--- config.mk ---
export PLATFORM = sky130hd
export DESIGN_NAME = fmc_spi_master
export DESIGN_NICKNAME = d
export VERILOG_FILES = /design/src/rtl/fmc_spi_master.sv
export SDC_FILE = /design/constraint.sdc
export NUM_CORES = 1
export LEC_CHECK = 0
export ABC_AREA = 1
export CAP_MARGIN = 30
export CORE_AREA = 2 2 81 83
export CTS_BUF_LIST = sky130_fd_sc_hd__clkbuf_16
export CTS_CLUSTER_DIAMETER = 40
export CTS_CLUSTER_SIZE = 25
export DETAILED_ROUTE_END_ITERATION = 10
export DIE_AREA = 0 0 83 85
export PLACE_DENSITY = 0.73
export RECOVER_POWER = 25
export REMOVE_ABC_BUFFERS = 1
export SYNTH_ARGS = -nofsm -noshare
export SYNTH_HDL_FRONTEND = slang
export SYNTH_SLANG_ARGS = --single-unit
--- constraint.sdc ---
create_clock -name clk_sys_i -period 2.76 [get_ports clk_sys_i]
set_input_delay 0.552 -clock clk_sys_i [delete_from_list [all_inputs] [get_ports clk_sys_i]]
set_output_delay 0.552 -clock clk_sys_i [all_outputs]
set_load 0.02 [all_outputs]
--- src/rtl/fmc_spi_master.sv ---
// SPI master for FMC-attached converters: one shared SCLK/MOSI, per-slave chip
// select and MISO. Frames are [R/W] + address + data, all MSB-first.
module fmc_spi_master #(
  parameter int g_num_cs     = 4,
  parameter int g_addr_width = 8,
  parameter int g_data_width = 8,
  parameter int g_clk_div    = 2,
  parameter int g_rw_bit     = 1
) (
  input  logic                    clk_sys_i,
  input  logic                    rst_i,
  input  logic                    start_i,
  input  logic                    rw_i,
  input  logic [2:0]              cs_sel_i,
  input  logic [g_addr_width-1:0] addr_i,
  input  logic [g_data_width-1:0] data_i,
  output logic [g_data_width-1:0] data_o,
  output logic                    busy_o,
  output logic                    done_o,
  output logic                    err_o,
  output logic                    spi_sclk_o,
  output logic                    spi_sdata_o,
  output logic [g_num_cs-1:0]     spi_n_cs_o,
  input  logic [g_num_cs-1:0]     spi_sdo_i
);

  localparam int c_frame_len = g_rw_bit + g_addr_width + g_data_width;
  localparam int c_cnt_w     = (g_clk_div > 1) ? $clog2(g_clk_div) : 1;
  localparam int c_bit_w     = $clog2(c_frame_len);
  localparam logic [c_cnt_w-1:0] c_div_max = c_cnt_w'(g_clk_div - 1);
  localparam logic [c_bit_w-1:0] c_bit_max = c_bit_w'(c_frame_len - 1);

  typedef enum logic [2:0] {
    S_IDLE,
    S_SETUP,
    S_SHIFT,
    S_HOLD,
    S_GAP
  } state_t;

  state_t                  state_q, state_d;
  logic [c_cnt_w-1:0]      div_cnt;
  logic [c_bit_w-1:0]      bit_cnt;
  logic                    phase_q;
  logic                    rw_q;
  logic [g_num_cs-1:0]     cs_oh_q;
  logic [c_frame_len-1:0]  tx_sr;
  logic [c_frame_len-1:0]  frame_d;
  logic [g_data_width-1:0] rx_sr;

  logic cs_valid;
  logic half_end;
  logic last_bit;
  logic sample;
  logic sdo_bit;
  logic cs_active;

  assign cs_valid = (int'(cs_sel_i) < g_num_cs);
  assign half_end = (div_cnt == c_div_max);
  assign last_bit = (bit_cnt == c_bit_max);
  // MISO is taken in the first clk_sys_i cycle of each SCLK high phase.
  assign sample   = (state_q == S_SHIFT) && phase_q && (div_cnt == '0);
  assign sdo_bit  = |(spi_sdo_i & cs_oh_q);

  // Serial frame as it will leave MOSI; the data field is zero on reads.
  always_comb begin
    frame_d = c_frame_len'(addr_i) << g_data_width;
    if (!rw_i) frame_d = frame_d | c_frame_len'(data_i);
    if (g_rw_bit != 0) frame_d[c_frame_len-1] = rw_i;
  end

  always_comb begin
    // NOTE: state_d gets its default before the case so no path leaves it unassigned, which would infer a latch.
    state_d = state_q;
    unique case (state_q)
      S_IDLE:  if (start_i && cs_valid) state_d = S_SETUP;
      S_SETUP: if (half_end) state_d = S_SHIFT;
      S_SHIFT: if (half_end && phase_q && last_bit) state_d = S_HOLD;
      S_HOLD:  if (half_end) state_d = S_GAP;
      S_GAP:   if (half_end) state_d = S_IDLE;
      default: state_d = S_IDLE;
    endcase
  end

  always_ff @(posedge clk_sys_i) begin
    if (rst_i) begin
      // NOTE: non-blocking assignments so every register in this block sees pre-edge values.
      state_q <= S_IDLE;
      div_cnt <= '0;
      bit_cnt <= '0;
      phase_q <= 1'b0;
      rw_q    <= 1'b0;
      cs_oh_q <= '0;
      tx_sr   <= '0;
      rx_sr   <= '0;
      data_o  <= '0;
      done_o  <= 1'b0;
      err_o   <= 1'b0;
    end else begin
      state_q <= state_d;
      done_o  <= 1'b0;
      err_o   <= 1'b0;
      if (state_q == S_IDLE) begin
        div_cnt <= '0;
        bit_cnt <= '0;
        phase_q <= 1'b0;
        if (start_i) begin
          if (cs_valid) begin
            rw_q    <= rw_i;
            cs_oh_q <= g_num_cs'(1) << cs_sel_i;
            tx_sr   <= frame_d;
          end else begin
            done_o <= 1'b1;
            err_o  <= 1'b1;
          end
        end
      end else begin
        err_o   <= start_i;
        div_cnt <= half_end ? '0 : div_cnt + 1'b1;
        if ((state_q == S_SHIFT) && half_end) begin
          phase_q <= ~phase_q;
          // Leaving the high phase is the SCLK falling edge: advance MOSI.
          if (phase_q) begin
            bit_cnt <= bit_cnt + 1'b1;
            tx_sr   <= tx_sr << 1;
          end
        end
        // Shifting across the whole frame leaves exactly the data field in rx_sr.
        if (sample && rw_q) rx_sr <= (rx_sr << 1) | g_data_width'(sdo_bit);
        if ((state_q == S_GAP) && half_end) begin
          done_o <= 1'b1;
          if (rw_q) data_o <= rx_sr;
        end
      end
    end
  end

  assign cs_active   = (state_q == S_SETUP) || (state_q == S_SHIFT) || (state_q == S_HOLD);
  assign busy_o      = (state_q != S_IDLE);
  assign spi_n_cs_o  = cs_active ? ~cs_oh_q : '1;
  assign spi_sclk_o  = (state_q == S_SHIFT) && phase_q;
  assign spi_sdata_o = ((state_q == S_SETUP) || (state_q == S_SHIFT)) && tx_sr[c_frame_len-1];

endmodule

## After elaboration in Yosys (flattened, before gate mapping)

Cells that the tools add are included.

- Register bits: 50
- Logic and storage cells: 76
- Input bits: 27

- Magnitude comparators: 1
- $add $sub $neg: 2
- Mux-type cells: 18
- Eq/ne operators: 12
- Shifts and indexed selects: 1
- Reduce and logical (&&, ||, !) cells: 24
- Bitwise gates (word level): 7

Operators by type and width:

| cell | number |
|---|---|
| $mux 17 | 5 |
| $mux 16 | 1 |
| $or 16x8->16 | 1 |
| $mux 3 | 5 |
| $pmux 3 s5 | 1 |
| $ne 2x2->1 const B | 6 |
| $logic_and 1x1->1 | 9 |
| $or 8x1->8 | 1 |
| $eq 3x2->1 const B | 2 |
| $reduce_and 3->1 | 2 |
| $add 5x1->5 const B | 1 |
| $eq 5x5->1 const B | 1 |
| $mux 1 | 5 |
| $reduce_and 5->1 | 1 |
| $and 4x4->4 | 1 |
| $mux 4 | 1 |
| $not 4->4 | 1 |
| $reduce_and 2->1 | 2 |
| $reduce_and 4->1 | 1 |
| $reduce_bool 2->1 | 2 |
| $reduce_or 4->1 | 1 |
| $shl 1x3->4 const A | 1 |
| $eq 3x1->1 const B | 1 |
| $eq 3x3->1 const B | 1 |
| other kinds (9) | 12 |

## Logic depth before layout (Yosys ltp)

- Depth after elaboration: 5
- Mapped depth: 10
- Mapped depth without buffers: 10

## Worst setup path after synthesis

OpenSTA, ideal clock, no wires.

- Path kind: reg-to-output
- Start: reg state_q[1]
- End: out spi_sdata_o
- Setup slack: 1080 ps
- Cell stages (with the launch flop): 5
- Data arrival time: 1128 ps
- Data required time: 2208 ps
- Path through: dfxtp_1 > inv_1 > nand2_1 > nand2_1 > nor3b_1

- Cells in the longest elaborated chain, start to end: 3
- Elaborated cells on any way between the ends: 4
- Those cells by class: eq/ne (2); reduce/logical (2)

RTL lines:

| element | line | text |
|---|---|---|
| from (decl) | 41 | `state_t state_q, state_d;` |
| from (signal assigned) | 100 | `state_q <= state_d;` |
| $eq 3x1->1 / $eq 3x2->1 (equally long branches) | 142 | `assign spi_sdata_o = ((state_q == S_SETUP) \|\| (state_q == S_SHIFT)) && tx_sr[c_frame_len-1];` |
| $logic_or 1x1->1 (*) | 142 |  |
| $logic_and 1x1->1 (*) | 142 |  |
| to (decl) | 22 | `output logic spi_sdata_o,` |

Every way passes the cells marked *; elsewhere a longest branch is shown, timed or not.

## Final worst setup path

- Start: reg state_q[0]
- End: out spi_sclk_o

- Cells in the longest elaborated chain, start to end: 2

RTL lines:

| element | line | text |
|---|---|---|
| $eq 3x2->1 | 141 | `assign spi_sclk_o = (state_q == S_SHIFT) && phase_q;` |
| $logic_and 1x1->1 | 141 |  |
| to (decl) | 21 | `output logic spi_sclk_o,` |

No other way between the ends.

==> results.cfg <==
[run_status]
status = complete, no violations

[route]
wl_met1_um = 2370
drtAntennaViolNets = 0
drt-initial-drc-count = 97
route.detailed.drc = 0
vias = 2269
routed.top_layer = met4
viasPerCell = 4.73
wl_met3_um = 215
dr.pass1.iters = 4
wl_per_cell_um = 10.7
wl_met2_um = 2490
wl_um = 5140

[die]
start_util_pct = 38.9
io_pins = 44
die_area_um2 = 7060
coreArea_um2 = 6200
rows = 29
die_w_um = 83
die_h_um = 85

[flow_run]
drv_cap = 0

[sta]
post-route-period-util_pct = 87.5
hold_viol_final = 0
slew_violations = 0
fin_crit_ns = 2.42
max_freq_mhz = 414
tightest_slew_ns = 0.675
tns_ns = 0
setup_viol_count_final = 0
rsz0062_at_grt = no
fin_skew_ns = 0.00555
slew_headroom_pct = 54.8

[yosys]
syn-instance-count = 361
yosys_register_bits = 50
ys_seq_area_share_pct = 41.5
yosysUniqueCellTypes = 25
ys_warn_count = 0
netlist_area_um2 = 2410
avgSynthCellArea_um2 = 6.69

[setup_path]
cp.required_ns = 2.21
cp_cell_sequence = nor2_1, nand2_1, nor2_4, clkdlybuf4s50_1
rr_worst_depth = 5
cp.arrival_ns = 1.86
timing.rr.end = data_o[6]
end_kind = output port
r2r_setup_slack_ns = 0.79
crit_path_start_kind = flop
timing.rr.start = div_cnt
cp_slowest_cell = clkdlybuf4s50_1
slowest_delay_ns = 0.66
crit_fanout = 10
critPathKind = reg2out
critPathLaunch = state_q[0]

[clocking]
cts_setup_buffers = 0
clock_latency_ns = 0.29
clk_pin_slew_worst_paths_ns = 0.06
hold_buffers = 0
cts_made_buffers = 5
cts_sinks = 50
clk_path_buf_depth = 2
postCtsResizedCells = 0
cts_max_level = 2
cts_tree = yes
root_buffer = clkbuf_16

[power_and_ir_drop]
peakVddDrop_mv = 0.404
p_int_mw = 1.58
pwr-share-clk_pct = 26.9
power.switching_uw = 986
seq_power_share_pct = 35.3
p_leak_nw = 1.32
powerDensity_nw_per_um2 = 839
switching_share_pct = 38.5
pwr-share-comb_pct = 37.8
finalPower_mw = 2.56

[hold_path]
min_delay_worst_endpoint = data_o[5]
hold_path_depth = 2
hold_path.class = reg2reg
min-delay-start = data_o[5]

[finish]
area_delta_synth_final_pct = 26.5
final_nets = 431
drive_gt1_share_pct = 5.71
antenna_cells = 0

[placed_design]
port_buffers = 43
place.gp.congestion = 0.800
hpwl_um = 3700

[global_routing]
grt_max_degree = 25
grt_pass1_wl_um = 9110
grt_pass1_vias = 2167
gr-usage-all-layers_pct = 15.6
grt_overflow = 0
antenna_found_initial = 0
==> registers in the layout, summed over array words and instances, names as in the netlist <==
name     count
rw_q         1
cs_oh_q      4
div_cnt      1
state_q      3
err_o        1
done_o       1
data_o       8
tx_sr       17
rx_sr        8
bit_cnt      5
phase_q      1
==> layer usage <==
metal | global-route usage [%] | up-vias
li1 | - | 1219
met1 | 18.0 | 1001
met2 | 28.4 | 43
met3 | 3.02 | 6
met4 | 6.26 | 0
met5 | 0 | -
==> cell families after synthesis <==
family	synth area share, %
buf+inv	9.33
compound gates	10.1
xor+xnor	0.726
flops	41.5
simple gates	37.4
fa+ha+maj	1.04
==> worst max-delay path by stage <==
stage                     cells past startpoint  slack [ns]           to
after floorplan                               4        1.08  spi_sdata_o
after global routing                          4        0.26   spi_sclk_o
final                                         4        0.34   spi_sclk_o
after global placement                        4        0.68   spi_sclk_o
after detailed placement                      4        0.64   spi_sclk_o
after CTS                                     4        0.32   spi_sclk_o
==> cell usage after synthesis (all sizes together) <==
library cell | number | area share [%]
o21ai | 18 | 4.2
a21oi | 27 | 5.6
nor3b | 1 | 0.31
buf | 5 | 1.3
inv | 45 | 7.1
nor2 | 62 | 10
xnor2 | 2 | 0.73
clkbuf | 6 | 0.93
nand3 | 24 | 5.2
ha | 2 | 1.0
nand4 | 10 | 2.6
o21a | 1 | 0.31
nand2 | 102 | 18
nor3 | 5 | 1.0
dfxtp | 50 | 41
and2 | 1 | 0.26
==> worst max-delay path, delay by kind of cell (launching register included) <==
kind | cells | cell delay [ns]
and+or+nand+nor | 3 | 0.55
buffers and inverters | 1 | 0.66
DFF | 1 | 0.36
==> cell usage in the layout, fill, tap and decap left out, types with 2 or more instances in the layout <==
cell,n
xnor2_1,2
clkbuf_16,5
inv_1,42
nand3_1,24
clkinv_2,2
nor2_1,60
dfxtp_1,50
ha_1,2
inv_2,2
nand2_4,4
nor3_1,5
a21oi_1,27
clkdlybuf4s50_1,42
o21ai_0,17
nand2_2,4
nor2_4,2
nand4_1,10
nand2_1,94
==> power by group through the flow <==
stage / clock [mW] / sequential (mW) / combinational [mW]
after floorplan: 0 / 0.911 / 0.720
after global placement: 0 / 0.919 / 0.962
after detailed placement: 0 / 0.924 / 0.973
after CTS: 0.709 / 0.909 / 0.980
after global routing: 0.731 / 0.920 / 1.12
final: 0.689 / 0.906 / 0.969
==> cell type report <==
cell class | instances | area (um^2)
Timing Repair Buffer | 45 | 442
Fill cell | 622 | 3150
Multi-Input combinational cell | 255 | 1180
Clock inverter | 3 | 40.0
Inverter | 45 | 171
Sequential cell | 50 | 1000
Clock buffer | 5 | 125
Tap cell | 77 | 96.3
==> stage by stage <==
| step | utilization, % | hold WS [ns] | instances | setup WS [ns] | area [um^2] |
|---|---|---|---|---|---|
| floorplan | - | 0.432 | 350 | 1.08 | 2360 |
| global placement | 46.8 | 0.450 | 472 | 0.682 | 2900 |
| detailed placement | 46.8 | 0.454 | 472 | 0.642 | 2900 |
| CTS | 49.4 | 0.464 | 480 | 0.318 | 3070 |
| global route | 49.2 | 0.490 | 480 | 0.256 | 3050 |
| finish | 49.2 | 0.461 | 480 | 0.345 | 3050 |
(Power assumes the default switching activity.)
